--- config.mk ---
export PLATFORM = sky130hd
export DESIGN_NAME = fifo_word_packer
export DESIGN_NICKNAME = d
export VERILOG_FILES = /design/src/rtl/fifo_word_packer.sv
export SDC_FILE = /design/constraint.sdc
export NUM_CORES = 1
export LEC_CHECK = 0
export CORE_UTILIZATION = 45
export DETAILED_ROUTE_END_ITERATION = 7
export PLACE_DENSITY = 0.69
export SLEW_MARGIN = 20
export SYNTH_ARGS = -nofsm -noshare
export SYNTH_HDL_FRONTEND = slang
export SYNTH_SLANG_ARGS = --single-unit
--- constraint.sdc ---
create_clock -name clk -period 5.74 [get_ports clk]
set_clock_uncertainty 0.2 [all_clocks]
set_input_delay 1.148 -clock clk [delete_from_list [all_inputs] [get_ports clk]]
set_output_delay 1.148 -clock clk [all_outputs]
set_load 0.005 [all_outputs]
--- src/rtl/fifo_word_packer.sv ---
`default_nettype none
//------------------------------------------------------------------------------
// Module      : fifo_word_packer
// Description : Pops bytes from a first-word-fall-through FIFO read port and
//               packs RATIO bytes per output word. Words leave on a
//               valid/ready stream with a contiguous byte-keep mask. Partial
//               words go out on flush or after an idle timeout.
// Revision    : 1.0 - initial release
//------------------------------------------------------------------------------
module fifo_word_packer #(
   parameter int WIDTH   = 8,
   parameter int RATIO   = 4,
   parameter int TIMEOUT = 16
) (
   input  logic                     clk,
   input  logic                     rst_n,
   input  logic [WIDTH-1:0]         rd_data,
   input  logic                     rd_empty,
   output logic                     rd_ena,
   input  logic                     flush,
   output logic [WIDTH*RATIO-1:0]   o_data,
   output logic [RATIO-1:0]         o_keep,
   output logic                     o_valid,
   input  logic                     o_ready
);

   localparam int CW = $clog2(RATIO);
   localparam int TW = (TIMEOUT > 0) ? $clog2(TIMEOUT + 1) : 1;
   localparam logic [CW-1:0] LAST = CW'(RATIO - 1);

   logic [RATIO-2:0][WIDTH-1:0] r_acc;
   logic [CW-1:0]               r_cnt;
   logic                        r_pend;
   logic [WIDTH*RATIO-1:0]      r_data;
   logic [RATIO-1:0]            r_keep;
   logic                        r_valid;

   logic                        w_slot_free;
   logic                        w_pop;
   logic                        w_full;
   logic [CW:0]                 w_cnt_after;
   logic                        w_tmo;
   logic                        w_pend;
   logic                        w_emit;
   logic                        w_load;
   logic [WIDTH*RATIO-1:0]      w_word;
   logic [RATIO-1:0]            w_keep;

   // Output slot can take a new word when empty or being drained this cycle.
   assign w_slot_free = ~r_valid | o_ready;
   // The last byte of a word may only be popped when the output slot is free.
   assign w_pop       = rst_n & ~rd_empty & ((r_cnt != LAST) | w_slot_free);
   assign w_full      = w_pop & (r_cnt == LAST);
   // Byte count including a byte popped this cycle.
   assign w_cnt_after = {1'b0, r_cnt} + (CW+1)'(w_pop);
   assign w_pend      = r_pend | flush | w_tmo;
   // Partial emission: a completing pop always wins over a pending flush.
   assign w_emit      = w_pend & ~w_full & (w_cnt_after != '0) & w_slot_free;
   assign w_load      = w_full | w_emit;

   assign rd_ena  = w_pop;
   assign o_data  = r_data;
   assign o_keep  = r_keep;
   assign o_valid = r_valid;

   // Word assembly: stored lanes, then the byte popped this cycle, zeros above.
   for (genvar i = 0; i < RATIO; i++) begin : g_lane
      if (i < RATIO - 1) begin : g_acc
         assign w_word[i*WIDTH +: WIDTH] =
            ((CW+1)'(i) < {1'b0, r_cnt})                 ? r_acc[i] :
            (((CW+1)'(i) == {1'b0, r_cnt}) && w_pop)     ? rd_data  : '0;
      end else begin : g_last
         assign w_word[i*WIDTH +: WIDTH] = w_full ? rd_data : '0;
      end
      assign w_keep[i] = ((CW+1)'(i) < w_cnt_after);
   end

   if (TIMEOUT > 0) begin : g_timer
      logic [TW-1:0] r_timer;
      assign w_tmo = (r_timer == TW'(TIMEOUT));
      // Idle timer: runs while a partial word waits with no pop, saturates at TIMEOUT.
      always_ff @(posedge clk or negedge rst_n) begin
         if (!rst_n) begin
            r_timer <= '0;
         end else if (w_pop || w_load || (r_cnt == '0)) begin
            r_timer <= '0;
         end else if (!w_tmo) begin
            r_timer <= r_timer + TW'(1);
         end
      end
   end else begin : g_no_timer
      assign w_tmo = 1'b0;
   end

   // Accumulator, byte count and flush-pending state.
   always_ff @(posedge clk or negedge rst_n) begin
      if (!rst_n) begin
         r_acc  <= '0;
         r_cnt  <= '0;
         r_pend <= 1'b0;
      end else begin
         if (w_pop && !w_full) begin
            r_acc[r_cnt] <= rd_data;
         end
         r_cnt  <= w_load ? '0 : w_cnt_after[CW-1:0];
         r_pend <= w_pend & ~w_load & (w_cnt_after != '0);
      end
   end

   // Output register: load a finished word, hold under backpressure, drop on accept.
   always_ff @(posedge clk or negedge rst_n) begin
      if (!rst_n) begin
         r_data  <= '0;
         r_keep  <= '0;
         r_valid <= 1'b0;
      end else if (w_load) begin
         r_data  <= w_word;
         r_keep  <= w_keep;
         r_valid <= 1'b1;
      end else if (o_ready) begin
         r_valid <= 1'b0;
      end
   end

endmodule
`default_nettype wire
==> summary.md, run 1 <==
| Metric | Value |
|---|---|
| Combinational family with the most area after synthesis | `simple AND/OR/NAND/NOR gates` |
| P per Cell Area | `around 400 mW/mm^2` |
| Clock transition at path regs | `about 0.080 ns` |
| Synth Flop Type | `sky130_fd_sc_hd__dfrtp_1` |
| Status | `completed` |
| Count of routing violations after the opening detailed-route iteration | `~180` |
| Number of global-route vias before repair | `2259` |
| Aggregate negative setup slack | `0 ns` |
| Fraction of power spent switching nets | `0.285` |
| Sum of overflow across all layers after global routing | `0` |
| CTS hold repair buffers | `0` |
| Most repeated cell in the gate-level netlist after synthesis | `sky130_fd_sc_hd__dfrtp_1` |
| Post-cts repair resize count | `0` |
| Mux contribution to synthesized area | `0.0690` |
| Reg2reg end | `o_data[4]` |
| Biggest area contributors in the synthesized netlist | `sky130_fd_sc_hd__dfrtp_1, sky130_fd_sc_hd__nand3_1, sky130_fd_sc_hd__mux2_2, sky130_fd_sc_hd__o21ai_2, sky130_fd_sc_hd__nand2_1` |
| Clock Latency Late Sink | `around 0.33 ns` |
| Sum of routed wire length over all layers | `approximately 7000 um` |
| Total of buffers placed on input and output ports | `50` |
| Die Outline Area | `between 0.007 and 0.008 sq mm` |
| TritonCTS sink count | `between 60 and 70` |
| Critical Path Sink Type | `flop` |
| Worst slew margin | `0.373` |
| Endpoint, Worst Hold | `o_data[21]` |
| Signed area change from the synthesized netlist to the final layout | `24.7%` |
| Estimated wirelength of the detail-placed design | `roughly 4500 um` |
| Largest driver fanout on the critical path | `19` |
| Number of violations of the max-capacitance limit | `0` |
| Fraction of final layout cells sized beyond drive strength 1 | `0.180` |
| Total net switching power | `around 0.45 mW` |
| XOR/XNOR share of the synthesized area | `0.0110` |
| Final worst path period share | `0.726` |
| Synthesized flop and latch total | `approximately 70` |
| Critical path launch point type | `input pin` |
| Detail-routed net length per standard cell | `about 16 um` |
| Last weighted congestion value of the routability-driven placer | `between 0.8 and 0.9` |
| Final hold viol count | `0` |
| Hold path start | `o_data[21]` |
| Count of different cell masters after synthesis | `35` |
| Timing-limited maximum frequency | `about 0.24 GHz` |
| Signal arrival time at the worst endpoint | `4.18 ns` |
| Comb pwr share | `0.257` |
| Buffers inserted by post-CTS timing repair | `0` |
| Data required, critical path | `around 5.8 ns` |
| Number of nets in the finished design | `between 300 and 400` |
| Power share of the clock group | `0.299` |
| Synth Instances | `slightly below 300` |
| Number of enable flip-flop cells after synthesis | `0` |
| Largest area contributor in the synthesized netlist | `sky130_fd_sc_hd__dfrtp_1` |
| Worst IR Drop VDD | `between 0.2 and 0.25 mV` |
| RSZ-0062 raised after global routing | `false` |
| Core region area | `just under 0.007 sq mm` |
| Proportion of netlist area held by the largest area contributor | `0.541` |
| Final Non-Filler Cells | `around 440` |
| Io pins | `a little over 50` |
| List of most frequent post-synthesis cells | `sky130_fd_sc_hd__dfrtp_1, sky130_fd_sc_hd__nand3_1, sky130_fd_sc_hd__nand2_1` |
| Level count of the clock H-tree | `3` |
| Sequential group share of total power | `0.444` |
| Post-synthesis adder-cell area fraction | `0.0196` |
| Sequential area share after synthesis | `0.541` |
| Number of antenna violations at the first check in global routing | `0` |
| Post-route ant nets | `0` |
| Actual transition at the worst max-transition pin | `~0.94 ns` |
| Cells on worst reg2reg path | `11` |
| Fraction of registers with async set or reset after synthesis | `1.00` |
| FF-to-FF Start | `r_cnt[1]` |
| Number of pins exceeding their max-slew limit in the final report | `0` |
| Shortest clock period the worst path allows after layout | `between 4 and 5 ns` |
| Number of vias in the routed layout | `about 2400` |
| Initial Util | `0.467` |
| Post-Syn Area per Cell | `10.7 sq um` |
| Global-route wire length before repair | `approximately 12000 um` |
| Clock tree from TritonCTS | `done` |
| # setup viols final | `0` |
| Type of the tightest min-delay check | `flop to flop` |
| ANT cells | `0` |
| Final standard cell area without fillers | `0.00398 sq mm` |
| Warnings, synthesis | `0` |
| Largest net degree at the start of global routing | `between 70 and 80` |
| Number of vias per cell | `about 5.3` |
| Longest Clk Path Bufs | `2` |
| Static Leakage | `~1.7 nW` |
| Netlist area before placement | `between 0.003 and 0.004 sq mm` |
| Final Power | `1.58 mW` |
| Post-synth net total | `~320` |
| Number of design rule violations left after detail routing | `0` |
| GRT Overall Usage | `0.203` |
| WHS Path Cells | `2` |
| Placement Rows | `30` |
| Pre-antenna DRT Iters | `4` |
| Post-synthesis simple-gate area fraction | `0.164` |
| Total cell area at the placement stage | `0.00373 sq mm` |
| Register-to-register setup slack | `around 2.2 ns` |
| Clock tree root driver cell | `sky130_fd_sc_hd__clkbuf_8` |
| Compound-Gate Fraction of Synth Area | `0.144` |
| Critical path start-end classification | `input pin to flop` |
| Number of buffers added by the clock tree synthesis step | `9` |
| Instance count after placement with tap cells included | `about 430` |
| Cell Int Power | `1.13 mW` |
| Die outline height | `86.2 um` |
| Horizontal extent of the die | `86.2 um` |
per-stage QoR:
step           setup WS (ns)  utilization  hold slack (ns)
2_1_floorplan           2.16            -            0.281
3_3_place_gp            1.30        0.546            0.288
3_5_place_dp            1.21        0.546            0.288
4_1_cts                 1.55        0.581            0.310
5_1_grt                 1.30        0.582            0.329
6_report                1.57        0.582            0.303
flip-flops by register name, indices dropped and copies added (netlist names):
name and flops:
o_valid 1, o_data 32, o_keep 4, r_acc 24
r_cnt 2, r_pend 1, g_timer.r_timer 5
final cells by class:
class | instances | area (sq um)
clock buffer | 10 | 128
sequential | 69 | 1730
inverter | 12 | 45.0
clock inverter | 6 | 111
timing repair buffer | 54 | 541
tap | 96 | 120
multi-input combinational | 194 | 1310
fill | 614 | 2860
cell families after synthesis:
family / Yosys count
compound gates: 61
flops: 69
simple gates: 105
fa+ha+maj: 5
mux: 19
buf+inv: 34
xor+xnor: 4
placed cells by master, fill, tap and decap left out, types with 2 or more instances in the layout:
master	n
sky130_fd_sc_hd__a22oi_1	16
sky130_fd_sc_hd__and2_1	4
sky130_fd_sc_hd__buf_4	4
sky130_fd_sc_hd__bufinv_16	3
sky130_fd_sc_hd__clkbuf_8	9
sky130_fd_sc_hd__clkdlybuf4s50_1	49
sky130_fd_sc_hd__dfrtp_1	69
sky130_fd_sc_hd__ha_1	5
sky130_fd_sc_hd__inv_1	12
sky130_fd_sc_hd__mux2_2	16
sky130_fd_sc_hd__mux2_4	2
sky130_fd_sc_hd__nand2_1	35
sky130_fd_sc_hd__nand2b_1	3
sky130_fd_sc_hd__nand3_1	38
sky130_fd_sc_hd__nand3b_1	8
sky130_fd_sc_hd__nor2_1	7
sky130_fd_sc_hd__o21ai_0	13
sky130_fd_sc_hd__o21ai_2	20
sky130_fd_sc_hd__o22ai_1	8
sky130_fd_sc_hd__or3_1	2
sky130_fd_sc_hd__xnor2_1	2
sky130_fd_sc_hd__xor2_1	2
layer usage:
layer  routed length, um  up-vias  GRT usage
met1                3350     1156      0.299
met5                   0        -          0
met3                 282        9     0.0495
met2                3150       64      0.302
li1                    -     1124          -
met4                  70        0     0.0485
power groups by stage:
stage / Sequential [mW] / Clock (mW) / Combinational, mW
final: 0.699 / 0.471 / 0.405
after CTS: 0.700 / 0.480 / 0.410
after global placement: 0.703 / 0 / 0.399
after detailed placement: 0.709 / 0 / 0.406
after floorplan: 0.686 / 0 / 0.244
after global routing: 0.718 / 0.501 / 0.448
worst max-delay path: stages:
cell and delay [ns]:
sky130_fd_sc_hd__clkdlybuf4s50_1 0.53, sky130_fd_sc_hd__nand2b_1 0.28, sky130_fd_sc_hd__nor2_1 0.16, sky130_fd_sc_hd__ha_1 0.19, sky130_fd_sc_hd__inv_1 0.05, sky130_fd_sc_hd__ha_1 0.29
sky130_fd_sc_hd__or3_1 0.42, sky130_fd_sc_hd__o311ai_4 0.11, sky130_fd_sc_hd__and2_1 0.64, sky130_fd_sc_hd__buf_12 0.25, sky130_fd_sc_hd__o21ai_0 0.11
how the worst max path moves through the flow:
| stage | start | endpoint | slack [ns] | cells past startpoint |
|---|---|---|---|---|
| 2_1_floorplan | o_ready | o_keep[0] | 2.16 | 12 |
| 3_3_place_gp | o_ready | o_data[2] | 1.30 | 12 |
| 3_5_place_dp | o_ready | o_data[1] | 1.21 | 12 |
| 4_1_cts | o_ready | o_data[4] | 1.55 | 12 |
| 5_1_grt | o_ready | o_data[1] | 1.30 | 12 |
| 6_report | rd_empty | o_data[4] | 1.57 | 11 |
Note: power is estimated with default switching activity, not from simulation.
==> run 2, diff against run 1 <==
--- a/config.mk
+++ b/config.mk
@@ -7,7 +7,7 @@
 export LEC_CHECK = 0
 export CORE_UTILIZATION = 45
 export DETAILED_ROUTE_END_ITERATION = 7
-export PLACE_DENSITY = 0.69
+export PLACE_DENSITY = 0.72
 export SLEW_MARGIN = 20
 export SYNTH_ARGS = -nofsm -noshare
 export SYNTH_HDL_FRONTEND = slang
==> constraint.sdc (replaced) <==
create_clock -name clk -period 3.47 [get_ports clk]
set_clock_uncertainty 0.2 [all_clocks]
set_input_delay 0.694 -clock clk [delete_from_list [all_inputs] [get_ports clk]]
set_output_delay 0.694 -clock clk [all_outputs]
set_load 0.005 [all_outputs]
==> run 2 against run 1 <==
Critical path depth grew 1. First-iteration DRC count down 3.4%. Die area stayed put. Hold slack about the same. Sequential share of layout area fell by 0.22 points. Wire length increased by 2.0%. Count of clock-buffer cells in the layout rose by 2. Critical endpoint is now g_timer.r_timer[2]. Largest power group unchanged.
==> summary.md, run 2 (synthesis results as in run 1) <==
| Metric | Value |
|---|---|
| ANT cells | `0` |
| TritonCTS sink count | `69` |
| Post-cts repair resize count | `0` |
| Most frequent standard cell in the layout excluding fill and tap cells | `sky130_fd_sc_hd__dfrtp_1` |
| Clock transition at path regs | `roughly 0.080 ns` |
| Detail-routed net length per standard cell | `15.5 um` |
| Worst slew margin | `0.388` |
| Library cell contributing the largest single delay on the critical path | `sky130_fd_sc_hd__clkdlybuf4s50_1` |
| Worst IR Drop VDD | `between 0.3 and 0.4 mV` |
| Number of vias in the routed layout | `2384` |
| Largest driver fanout on the critical path | `35` |
| Final hold viol count | `0` |
| Sum of routed wire length over all layers | `around 7000 um` |
| Placement Rows | `30` |
| Number of flip-flops under the largest register name | `32` |
| Number of buffers added by the clock tree synthesis step | `9` |
| Seq. cell area | `0.00173 sq mm` |
| Cells on worst reg2reg path | `11` |
| RSZ-0062 raised after global routing | `false` |
| Number of design rule violations left after detail routing | `0` |
| Number of violations of the max-capacitance limit | `0` |
| GRT Overall Usage | `0.201` |
| # setup viols final | `0` |
| Global-route wire length before repair | `between 10000 and 15000 um` |
| Critical Path Sink Type | `flop` |
| Signal arrival time at the worst endpoint | `3.31 ns` |
| Horizontal extent of the die | `between 80 and 90 um` |
| Hold path start | `o_data[3]` |
| Core region area | `~0.0068 sq mm` |
| Level count of the clock H-tree | `3` |
| Critical path's largest stage delay | `between 0.4 and 0.5 ns` |
| Initial Util | `0.467` |
| Number of global-route vias before repair | `between 2000 and 2500` |
| Total cell area at the placement stage | `between 0.003 and 0.004 sq mm` |
| Timing-limited maximum frequency | `about 0.31 GHz` |
| Critical path launch point type | `input pin` |
| Io pins | `51` |
| Largest net degree at the start of global routing | `78` |
| Final standard cell area without fillers | `roughly 0.004 sq mm` |
| Number of pins exceeding their max-slew limit in the final report | `0` |
| Clock Latency Late Sink | `about 0.34 ns` |
| Status | `completed` |
| CTS hold repair buffers | `0` |
| Count of routing violations after the opening detailed-route iteration | `172` |
| Die outline height | `between 80 and 90 um` |
| Estimated wirelength of the detail-placed design | `4670 um` |
| Total of buffers placed on input and output ports | `50` |
| Final worst path period share | `0.937` |
| Pre-antenna DRT Iters | `4` |
| Die Outline Area | `between 0.007 and 0.008 sq mm` |
| Last weighted congestion value of the routability-driven placer | `between 0.8 and 0.9` |
| Critical-path cell list | `clkdlybuf4s50_1 > nand2b_1 > nor2_1 > nor2_1 > ha_1 > inv_1 > ha_1 > or3_1 > o311ai_4 > buf_4 > nand2_1 > nor3_1` |
| Longest Clk Path Bufs | `2` |
| Instance count after placement with tap cells included | `435` |
| Register-to-register setup slack | `~0.67 ns` |
| Buffers inserted by post-CTS timing repair | `0` |
| Endpoint, Worst Hold | `o_data[3]` |
| Reg2reg end | `g_timer.r_timer[2]` |
| Sum of overflow across all layers after global routing | `0` |
| Post-route ant nets | `0` |
| FF-to-FF Start | `o_valid` |
| WHS Path Cells | `2` |
| Static Leakage | `roughly 1.7 nW` |
| P per Cell Area | `a little over 600 mW/mm^2` |
| Total area of multi-input combinational cells | `approximately 0.0013 sq mm` |
| Actual transition at the worst max-transition pin | `just over 0.9 ns` |
| Data required, critical path | `roughly 3.5 ns` |
| Clock tree root driver cell | `sky130_fd_sc_hd__clkbuf_8` |
| Number of vias per cell | `approximately 5.3` |
| Type of the tightest min-delay check | `flop to flop` |
| Clock tree from TritonCTS | `done` |
| Fraction of final layout cells sized beyond drive strength 1 | `0.197` |
| Signed area change from the synthesized netlist to the final layout | `25.3%` |
| Critical path start-end classification | `input pin to flop` |
| Shortest clock period the worst path allows after layout | `between 3 and 4 ns` |
| # fillers | `approximately 600` |
| Aggregate negative setup slack | `0 ns` |
| Commonest cells after routing, fill and taps aside | `sky130_fd_sc_hd__dfrtp_1, sky130_fd_sc_hd__clkdlybuf4s50_1, sky130_fd_sc_hd__nand3_1` |
| Number of antenna violations at the first check in global routing | `0` |
| Number of nets in the finished design | `between 300 and 400` |
| Final Non-Filler Cells | `451` |
run 2: area by class of cell:
class | count | area share
multi-input cells | 194 | 0.325
inverters | 12 | 0.0113
flip-flops and latches | 69 | 0.432
well taps | 96 | 0.0301
clock inverters | 4 | 0.0119
clock buffers | 12 | 0.0363
repair buffers | 64 | 0.153
run 2: power by group:
| group | internal (mW) | switching [mW] |
|---|---|---|
| combinational | 0.378 | 0.327 |
| clock | 0.350 | 0.294 |
| sequential | 1.02 | 0.117 |
| total | 1.75 | 0.737 |
run 2: per-stage QoR:
step                       util  total power, mW  hold slack [ns]  setup WS (ns)
after CTS                 0.585             2.50            0.310          0.219
after global placement    0.557             1.83            0.285        -0.0515
after floorplan               -             1.54            0.198          0.348
final                     0.585             2.49            0.303          0.217
after global routing      0.585             2.63            0.323         0.0358
after detailed placement  0.557             1.86            0.291         -0.126
run 2: worst max-delay path by stage:
stage / startpoint / end / cells past startpoint
floorplan: o_ready / o_keep[0] / 12
global placement: o_ready / g_timer.r_timer[2] / 12
detailed placement: o_ready / g_timer.r_timer[2] / 12
CTS: o_ready / g_timer.r_timer[2] / 12
global route: o_ready / g_timer.r_timer[2] / 12
finish: o_ready / g_timer.r_timer[2] / 12
run 2: worst max-delay path, delay by kind of cell:
kind            cells  cell delay (ns)
compound gates      1             0.11
fa+ha+maj           2             0.48
buf+inv             3             0.89
simple gates        6             1.14
run 2: metal layers:
| layer | global-route usage | up-vias | routed length [um] |
|---|---|---|---|
| met3 | 0.0505 | 4 | 344 |
| met1 | 0.284 | 1166 | 3430 |
| met2 | 0.309 | 63 | 3180 |
| li1 | - | 1151 | - |
| met4 | 0.0545 | 0 | 30 |
| met5 | 0 | - | 0 |
